<file path="config.mk">
export PLATFORM = sky130hd
export DESIGN_NAME = ahbl_req_manager
export DESIGN_NICKNAME = d
export VERILOG_FILES = /design/src/rtl/ahbl_pkg.sv /design/src/rtl/ahbl_req_manager.sv
export SDC_FILE = /design/constraint.sdc
export NUM_CORES = 1
export LEC_CHECK = 0
export ABC_CLOCK_PERIOD_IN_PS = 1000
export CORE_MARGIN = 8
export CORE_UTILIZATION = 26
export DETAILED_ROUTE_END_ITERATION = 8
export GPL_TIMING_DRIVEN = 1
export MAX_ROUTING_LAYER = met4
export PLACE_DENSITY_LB_ADDON = 0.12
export SYNTH_ARGS = -nofsm -noshare
export SYNTH_HDL_FRONTEND = slang
export SYNTH_SLANG_ARGS = --single-unit
</file>
<file path="constraint.sdc">
create_clock -name clk -period 1 [get_ports clk]
set_clock_uncertainty 0.15 [all_clocks]
set_input_delay 0.2 -clock clk [delete_from_list [all_inputs] [get_ports clk]]
set_output_delay 0.2 -clock clk [all_outputs]
set_load 0.01 [all_outputs]
</file>
<file path="src/rtl/ahbl_pkg.sv">
// Shared AHB-lite encodings and the transfer alignment helper.
package ahbl_pkg;

  localparam logic [1:0] HTRANS_IDLE   = 2'b00;
  localparam logic [1:0] HTRANS_NONSEQ = 2'b10;
  localparam logic [2:0] HBURST_SINGLE = 3'b000;

  localparam logic [2:0] HSIZE_BYTE  = 3'b000;
  localparam logic [2:0] HSIZE_HALF  = 3'b001;
  localparam logic [2:0] HSIZE_WORD  = 3'b010;
  localparam logic [2:0] HSIZE_DWORD = 3'b011;

  // addr_lsbs are the byte-lane address bits, zero-extended to 3 bits.
  function automatic logic is_aligned(input logic [2:0] addr_lsbs, input logic [2:0] size);
    logic ok;
    case (size)
      HSIZE_BYTE: ok = 1'b1;
      HSIZE_HALF: ok = (addr_lsbs[0] == 1'b0);
      HSIZE_WORD: ok = (addr_lsbs[1:0] == 2'b00);
      default:    ok = (addr_lsbs == 3'b000);
    endcase
    return ok;
  endfunction

endpackage

</file>
<file path="src/rtl/ahbl_req_manager.sv">
// AHB-lite manager: turns a valid/ready request stream into pipelined single
// NONSEQ transfers and returns one in-order response per request.
module ahbl_req_manager
  import ahbl_pkg::*;
#(
  parameter int         W_ADDR    = 32,
  parameter int         W_DATA    = 32,
  parameter logic [3:0] HPROT_VAL = 4'b0011
) (
  input  logic              clk,
  input  logic              rst,
  input  logic              req_valid,
  output logic              req_ready,
  input  logic [W_ADDR-1:0] req_addr,
  input  logic              req_write,
  input  logic [2:0]        req_size,
  input  logic [W_DATA-1:0] req_wdata,
  output logic              resp_valid,
  output logic              resp_err,
  output logic [W_DATA-1:0] resp_rdata,
  output logic [W_ADDR-1:0] ahblm_haddr,
  output logic              ahblm_hwrite,
  output logic [1:0]        ahblm_htrans,
  output logic [2:0]        ahblm_hsize,
  output logic [2:0]        ahblm_hburst,
  output logic [3:0]        ahblm_hprot,
  output logic              ahblm_hmastlock,
  output logic [W_DATA-1:0] ahblm_hwdata,
  input  logic              ahblm_hready,
  input  logic              ahblm_hresp,
  input  logic [W_DATA-1:0] ahblm_hrdata
);

  localparam int W_LSB = $clog2(W_DATA / 8);

  // Handshake: a request transfers when req_valid && req_ready on a rising
  // clock edge; the payload must stay stable while req_valid waits.
  logic              r_active;
  logic              r_local_err;
  logic [W_DATA-1:0] r_wdata;

  logic [2:0] w_lsbs;
  logic       w_aligned;
  logic       w_err_cancel;
  logic       w_accept;
  logic       w_complete;

  always_comb begin
    w_lsbs = '0;
    for (int i = 0; i < W_LSB; i++) w_lsbs[i] = req_addr[i];
  end

  assign w_aligned    = is_aligned(w_lsbs, req_size);
  // First cycle of a two-cycle error response: the address phase must go IDLE.
  assign w_err_cancel = r_active && ahblm_hresp && !ahblm_hready;
  assign w_accept     = !rst && req_valid && ahblm_hready && !w_err_cancel;
  assign w_complete   = r_active && ahblm_hready;

  assign req_ready       = w_accept;
  assign ahblm_haddr     = req_addr;
  assign ahblm_hwrite    = req_write;
  assign ahblm_hsize     = req_size;
  assign ahblm_htrans    = (!rst && req_valid && w_aligned && !w_err_cancel) ?
                           HTRANS_NONSEQ : HTRANS_IDLE;
  assign ahblm_hburst    = HBURST_SINGLE;
  assign ahblm_hprot     = HPROT_VAL;
  assign ahblm_hmastlock = 1'b0;
  assign ahblm_hwdata    = r_wdata;

  assign resp_valid = w_complete;
  assign resp_err   = w_complete && (ahblm_hresp || r_local_err);
  assign resp_rdata = ahblm_hrdata;

  always_ff @(posedge clk or posedge rst) begin
    if (rst) begin
      r_active    <= 1'b0;
      r_local_err <= 1'b0;
      r_wdata     <= '0;
    end else if (w_accept) begin
      // Misaligned requests still occupy a data phase so the local error
      // response stays in order with bus responses.
      r_active    <= 1'b1;
      r_local_err <= !w_aligned;
      r_wdata     <= req_wdata;
    end else if (w_complete) begin
      r_active    <= 1'b0;
      r_local_err <= 1'b0;
    end
  end

  a_legal_size : assert property (@(posedge clk) disable iff (rst)
    req_valid |-> (req_size <= 3'(W_LSB)));

endmodule
</file>
==> results of run 1 <==
[timing repair]
action	CTS	global route
buffers inserted	16	12
pin swaps	3	1
setup endpoints to repair	75	69
gates cloned	5	0
resized for setup	213	15
[worst max path at each step]
stage	slack (ps)	cells past startpoint	start	to
detailed placement	-1080	5	req_size[1]	ahblm_htrans[1]
global route	-570	4	r_active	ahblm_htrans[1]
CTS	-540	4	r_active	ahblm_htrans[1]
floorplan	-200	4	rst	ahblm_hwdata[0]
global placement	-1040	5	req_size[1]	ahblm_htrans[1]
finish	-510	4	r_active	ahblm_htrans[1]
[layout make-up]
class	count	area [um^2]
multi-input combinational	53	607
clock buffer	5	68.8
inverter	4	18.8
fill	760	4790
timing repair buffer	123	1140
clock inverter	3	40.0
sequential	34	851
tap	102	128
[sequential cells by signal, summed over array words and instances, names as in the netlist]
| name | cells |
|---|---|
| ahblm_hwdata | 32 |
| r_local_err | 1 |
| r_active | 1 |
[stage by stage]
stage          TNS (ps)  std cells
3_3_place_gp     -43090        290
4_1_cts          -12190        317
2_1_floorplan     -5810        172
6_report         -11520        324
5_1_grt          -13370        324
3_5_place_dp     -44870        290
[worst reg2reg max path: cells and delay by family, from the launching register on]
kind / cells / cell delay (ps)
buffers and inverters: 3 / 370
DFF: 1 / 380
and+or+nand+nor: 1 / 40
AOI/OAI and AO/OA: 1 / 230
[synthesized netlist by cell type]
library cell | n | share of area (%)
a21oi_1 | 1 | 0.25
o22ai_1 | 1 | 0.31
mux2_4 | 26 | 19
dfrtp_1 | 34 | 42
nand2_1 | 3 | 0.55
nor3b_1 | 1 | 0.37
conb_1 | 2 | 0.37
nor2_1 | 2 | 0.37
mux2_2 | 6 | 3.3
buf_4 | 77 | 28
nor4b_1 | 1 | 0.43
buf_6 | 2 | 1.1
inv_1 | 4 | 0.74
nand3b_1 | 1 | 0.37
buf_12 | 2 | 2.0
o21ai_0 | 1 | 0.25
a31o_2 | 1 | 0.43
[layer usage]
| layer | global-route usage (%) | wire (um) | vias to the layer above |
|---|---|---|---|
| li1 | - | - | 557 |
| met1 | 9.40 | 1940 | 584 |
| met2 | 17.5 | 2920 | 72 |
| met3 | 3.07 | 444 | 42 |
| met4 | 7.96 | 250 | 0 |
| met5 | - | 0 | - |
[power by group through the flow]
stage	Clock [mW]	Sequential (mW)	Combinational, mW
6_report	1.24	1.77	1.52
5_1_grt	1.36	1.81	1.62
4_1_cts	1.31	1.77	1.42
3_5_place_dp	0	1.79	1.45
3_3_place_gp	0	1.78	1.44
2_1_floorplan	0	1.90	0.754
[kinds of logic (layout without fill, tap and decap cells)]
| family | after synthesis | count (layout) | synth area share, % |
|---|---|---|---|
| AO/OA/AOI/OAI | 4 | 4 | 1.23 |
| buffers and inverters | 85 | 135 | 32.1 |
| flip-flops | 34 | 34 | 41.7 |
| multiplexers | 32 | 32 | 22.5 |
| other | 2 | 9 | 0.368 |
| AND/OR/NAND/NOR | 8 | 8 | 2.09 |
==> results.toml, run 1 <==
[outcome]
outcome = "finished, violations left"
violations = "negative setup slack"

[sta]
setup_slack_ps = -514
period_share_pct = 151
slew_viol_final = 0
period_needed_ps = 1510
rsz0062_at_grt = "yes"
hold_viol = 0
whs_ps = 151
setup_viol = 69
fmax_ghz = 0.661

[power]
p_leak_nw = 1.47
switching_power_mw = 1.16
fin_total_pwr_mw = 4.53
pwr-share-clk_pct = 27.3
p_int_mw = 3.37
pwr_density_cell_mw_per_mm2 = 1590
sw_frac_of_total_pct = 25.7
p_seq_share_pct = 39.2
power_frac_comb_pct = 33.5
peakVddDrop_uv = 683

[clock_tree]
numCtsBuffers = 5
htree_num_levels = 2
clk_pin_slew_ps = 70
cts.sinks = 34
cts_max_path_buffers = 2
cts_tree = "built"
clock_latency_ps = 280
holdBufCountCts = 0
cts_root_buffer = "clkbuf_8"

[worst_setup_path]
required_ps = 650
cp_data_arrival_time_ps = 1160
timing.rr.start = "r_active"
path_cells = "inv_2, nor3b_2, nor4b_2, buf_2"
crit_buf_inv = 2
crit_type = "flip-flop to output port"
cp_slowest_stage_delay_ps = 400
end_kind = "output port"
critPathTopFamily = "flip-flops"
ff2ff_path_depth = 5
reg2reg_to = "r_local_err"
cp_slowest_cell = "dfrtp_1"
path_max_fanout = 2
cp-start-kind = "flip-flop"
rrSetupSlack_ps = -280

[drt]
num_vias = 1255
drt_first_pass_iters = 4
wl_per_cell_um = 17.1
ant_nets = 0
routed_wl_um = 5560
drt-vias-per-instance = 3.87
drtIter0Drc = 15
drc = 0

[hold_path]
hold_class = "input pin to async pin"

[floorplanning]
die_h_um = 105
num_rows = 32
die_w_um = 105
start_util_pct = 26.7
core_area_mm2 = 0.00765
num_io_pins = 218
die-area_mm2 = 0.0109

[global_routing]
antenna_found_initial = 0
groute.usage.overall_pct = 10.2
grt_pass1_vias = 1514
overflow = 0
grt_pass1_wl_um = 8560
grt_max_degree = 17

[job]
max_cap_viol_count = 0

[logic_synthesis]
ys_types = 17
synth_cells = 165
ys_warn_count = 0
syn-cell-area_mm2 = 0.00204
synth-seq-cells = 34
postSynthAreaPerCell_um2 = 12.4
synth_seq_area_share_pct = 41.7

[cells_and_area]
antenna_cells = 0
fin_area_mm2 = 0.00285
area.growth.synth_to_final_pct = 39.9
final_common_cell = "dfrtp_1"
final_cell_mix = "dfrtp_1 (34), clkdlybuf4s50_1 (33), mux2_4 (32), buf_2 (32), buf_4 (27)"
fin_nets = 326
fin_util_pct = 37.3
drive_gt1_share_pct = 59.9

[place]
dpl-instance-area_mm2 = 0.00252
detailedPlace.worstSlack_ps = -1080
port_buffers = 82
gp_congestion = 0.711
hpwl_um = 3910
(Power assumes the default switching activity.)
==> run 2, diff against run 1 <==
--- a/config.mk
+++ b/config.mk
@@ -11,7 +11,7 @@
 export DETAILED_ROUTE_END_ITERATION = 8
 export GPL_TIMING_DRIVEN = 1
 export MAX_ROUTING_LAYER = met4
-export PLACE_DENSITY_LB_ADDON = 0.12
+export PLACE_DENSITY = 0.78
 export SYNTH_ARGS = -nofsm -noshare
 export SYNTH_HDL_FRONTEND = slang
 export SYNTH_SLANG_ARGS = --single-unit
==> run 2 against run 1 <==
  * The run still ends with negative setup slack left
  * Combinational power is essentially flat
  * Largest power group unchanged
  * Fmax grew 1.6%
  * Hold slack lost 110 ps
  * Register-to-register slack gained 160 ps
  * Die area is the same
  * Sequential share of layout area grew 0.86 points
  * Design area shrank 2.8%
  * Largest cell class unchanged
  * Total power shrank 7.3%
==> results.toml, run 2 (synthesis gave the netlist of run 1 again) <==
[clock_tree]
cts_tree = "built"
clk_pin_slew_ps = 60
numCtsBuffers = 5
clock_latency_ps = 270
cts.sinks = 34
cts_max_path_buffers = 2
cts_root_buffer = "clkbuf_8"
holdBufCountCts = 0
htree_num_levels = 2

[place]
numPlacedInstances = 288
gp_congestion = 0.686
dpl-instance-area_mm2 = 0.00252
port_buffers = 82
hpwl_um = 3440

[floorplanning]
start_util_pct = 26.7
num_rows = 32
die_w_um = 105
core_area_mm2 = 0.00765
die-area_mm2 = 0.0109
num_io_pins = 218
die_h_um = 105

[outcome]
violations = "negative setup slack"
outcome = "finished, violations left"

[worst_setup_path]
crit_type = "flip-flop to output port"
rrSetupSlack_ps = -120
startpoint = "r_active"
timing.rr.start = "r_active"
path_cells = "inv_2, nor3b_2, nor4b_2, buf_2"
end_kind = "output port"
cp_slowest_stage_delay_ps = 400
reg2reg_to = "r_local_err"
path_max_fanout = 2
required_ps = 650
cp_slowest_cell = "dfrtp_1"
ff2ff_path_depth = 3
cp-start-kind = "flip-flop"
cp_data_arrival_time_ps = 1140

[drt]
wl_per_cell_um = 15.2
drt_first_pass_iters = 4
drtIter0Drc = 8
num_vias = 1255
ant_nets = 0
drt-vias-per-instance = 3.89
drc = 0
routed_wl_um = 4910

[cells_and_area]
multiInputGateArea_um2 = 608
fin_nets = 326
largest_register_ffs = 32
area.growth.synth_to_final_pct = 36.0
seqCellArea_um2 = 851
layoutNonFillerInstCount = 323
fin_area_mm2 = 0.00277
antenna_cells = 0
final_common_cell = "dfrtp_1"
fillers = 750
drive_gt1_share_pct = 61.5
final_cell_mix = "dfrtp_1 (34), clkdlybuf4s50_1 (33), mux2_4 (32), buf_2 (32), buf_4 (27)"
fin_util_pct = 36.3

[power]
fin_total_pwr_mw = 4.20
pwr_density_cell_mw_per_mm2 = 1520
p_int_mw = 3.10
peakVddDrop_uv = 464
p_leak_nw = 1.41
power_frac_comb_pct = 35.7
pwr-share-clk_pct = 22.0
p_seq_share_pct = 42.3
switching_power_mw = 1.10
sw_frac_of_total_pct = 26.2

[global_routing]
overflow = 0
grt_pass1_wl_um = 7700
grt_max_degree = 19
antenna_found_initial = 0
grt_pass1_vias = 1425
groute.usage.overall_pct = 9.02

[sta]
period_needed_ps = 1490
setup_slack_ps = -489
fin_tns_setup_ps = -9470
rsz0062_at_grt = "yes"
fmax_ghz = 0.672
hold_viol = 0
period_share_pct = 149
setup_viol = 69
slew_viol_final = 0

[hold_path]
hold_class = "input pin to async pin"

[job]
max_cap_viol_count = 0
run 2: final cells by class:
class	instances	area share, %
multi-input combinational	53	21.9
timing repair buffer	123	39.4
inverter	4	0.677
tap	102	4.60
sequential	34	30.7
clock buffer	7	2.75
run 2: metrics by stage:
step	worst slack [ps]	hold WS, ps
detailed placement	-1080	250
finish	-489	40.7
CTS	-518	16.1
global route	-554	36.2
global placement	-1040	250
floorplan	-199	-9.16
run 2: worst max-delay path: cells and delay by family, from the launching register on:
family	cells	cell delay (ps)
buffers and inverters	2	230
flip-flops	1	400
AND/OR/NAND/NOR	2	230
run 2: repair_timing:
action | CTS | global route
gates resized for setup | 226 | 6
cloned | 2 | 0
pin swaps | 6 | 1
endpoints found under the hold margin | 0 | 0
setup endpoints to repair | 75 | 69
setup buffers | 26 | 8
run 2: worst max path at each step:
stage / to / slack, ps / cells after the start
6_report: ahblm_htrans[1] / -490 / 4
5_1_grt: ahblm_htrans[1] / -550 / 4
4_1_cts: ahblm_htrans[1] / -520 / 4
3_5_place_dp: ahblm_htrans[1] / -1080 / 5
3_3_place_gp: ahblm_htrans[1] / -1040 / 5
2_1_floorplan: ahblm_hwdata[0] / -200 / 4
run 2: per-layer routing:
layer	part of all wire (%)	global-route usage, %	vias up
li1	-	-	555
met1	36	9.47	608
met2	51	14.6	68
met3	9.9	3.99	24
met4	2.8	3.62	0
met5	0	-	-
run 2: power groups by stage:
stage	Clock [mW]	Combinational, mW	Sequential, mW
2_1_floorplan	0	0.754	1.90
3_3_place_gp	0	1.41	1.78
3_5_place_dp	0	1.43	1.79
4_1_cts	1.00	1.44	1.77
5_1_grt	1.06	1.60	1.81
6_report	0.926	1.50	1.78
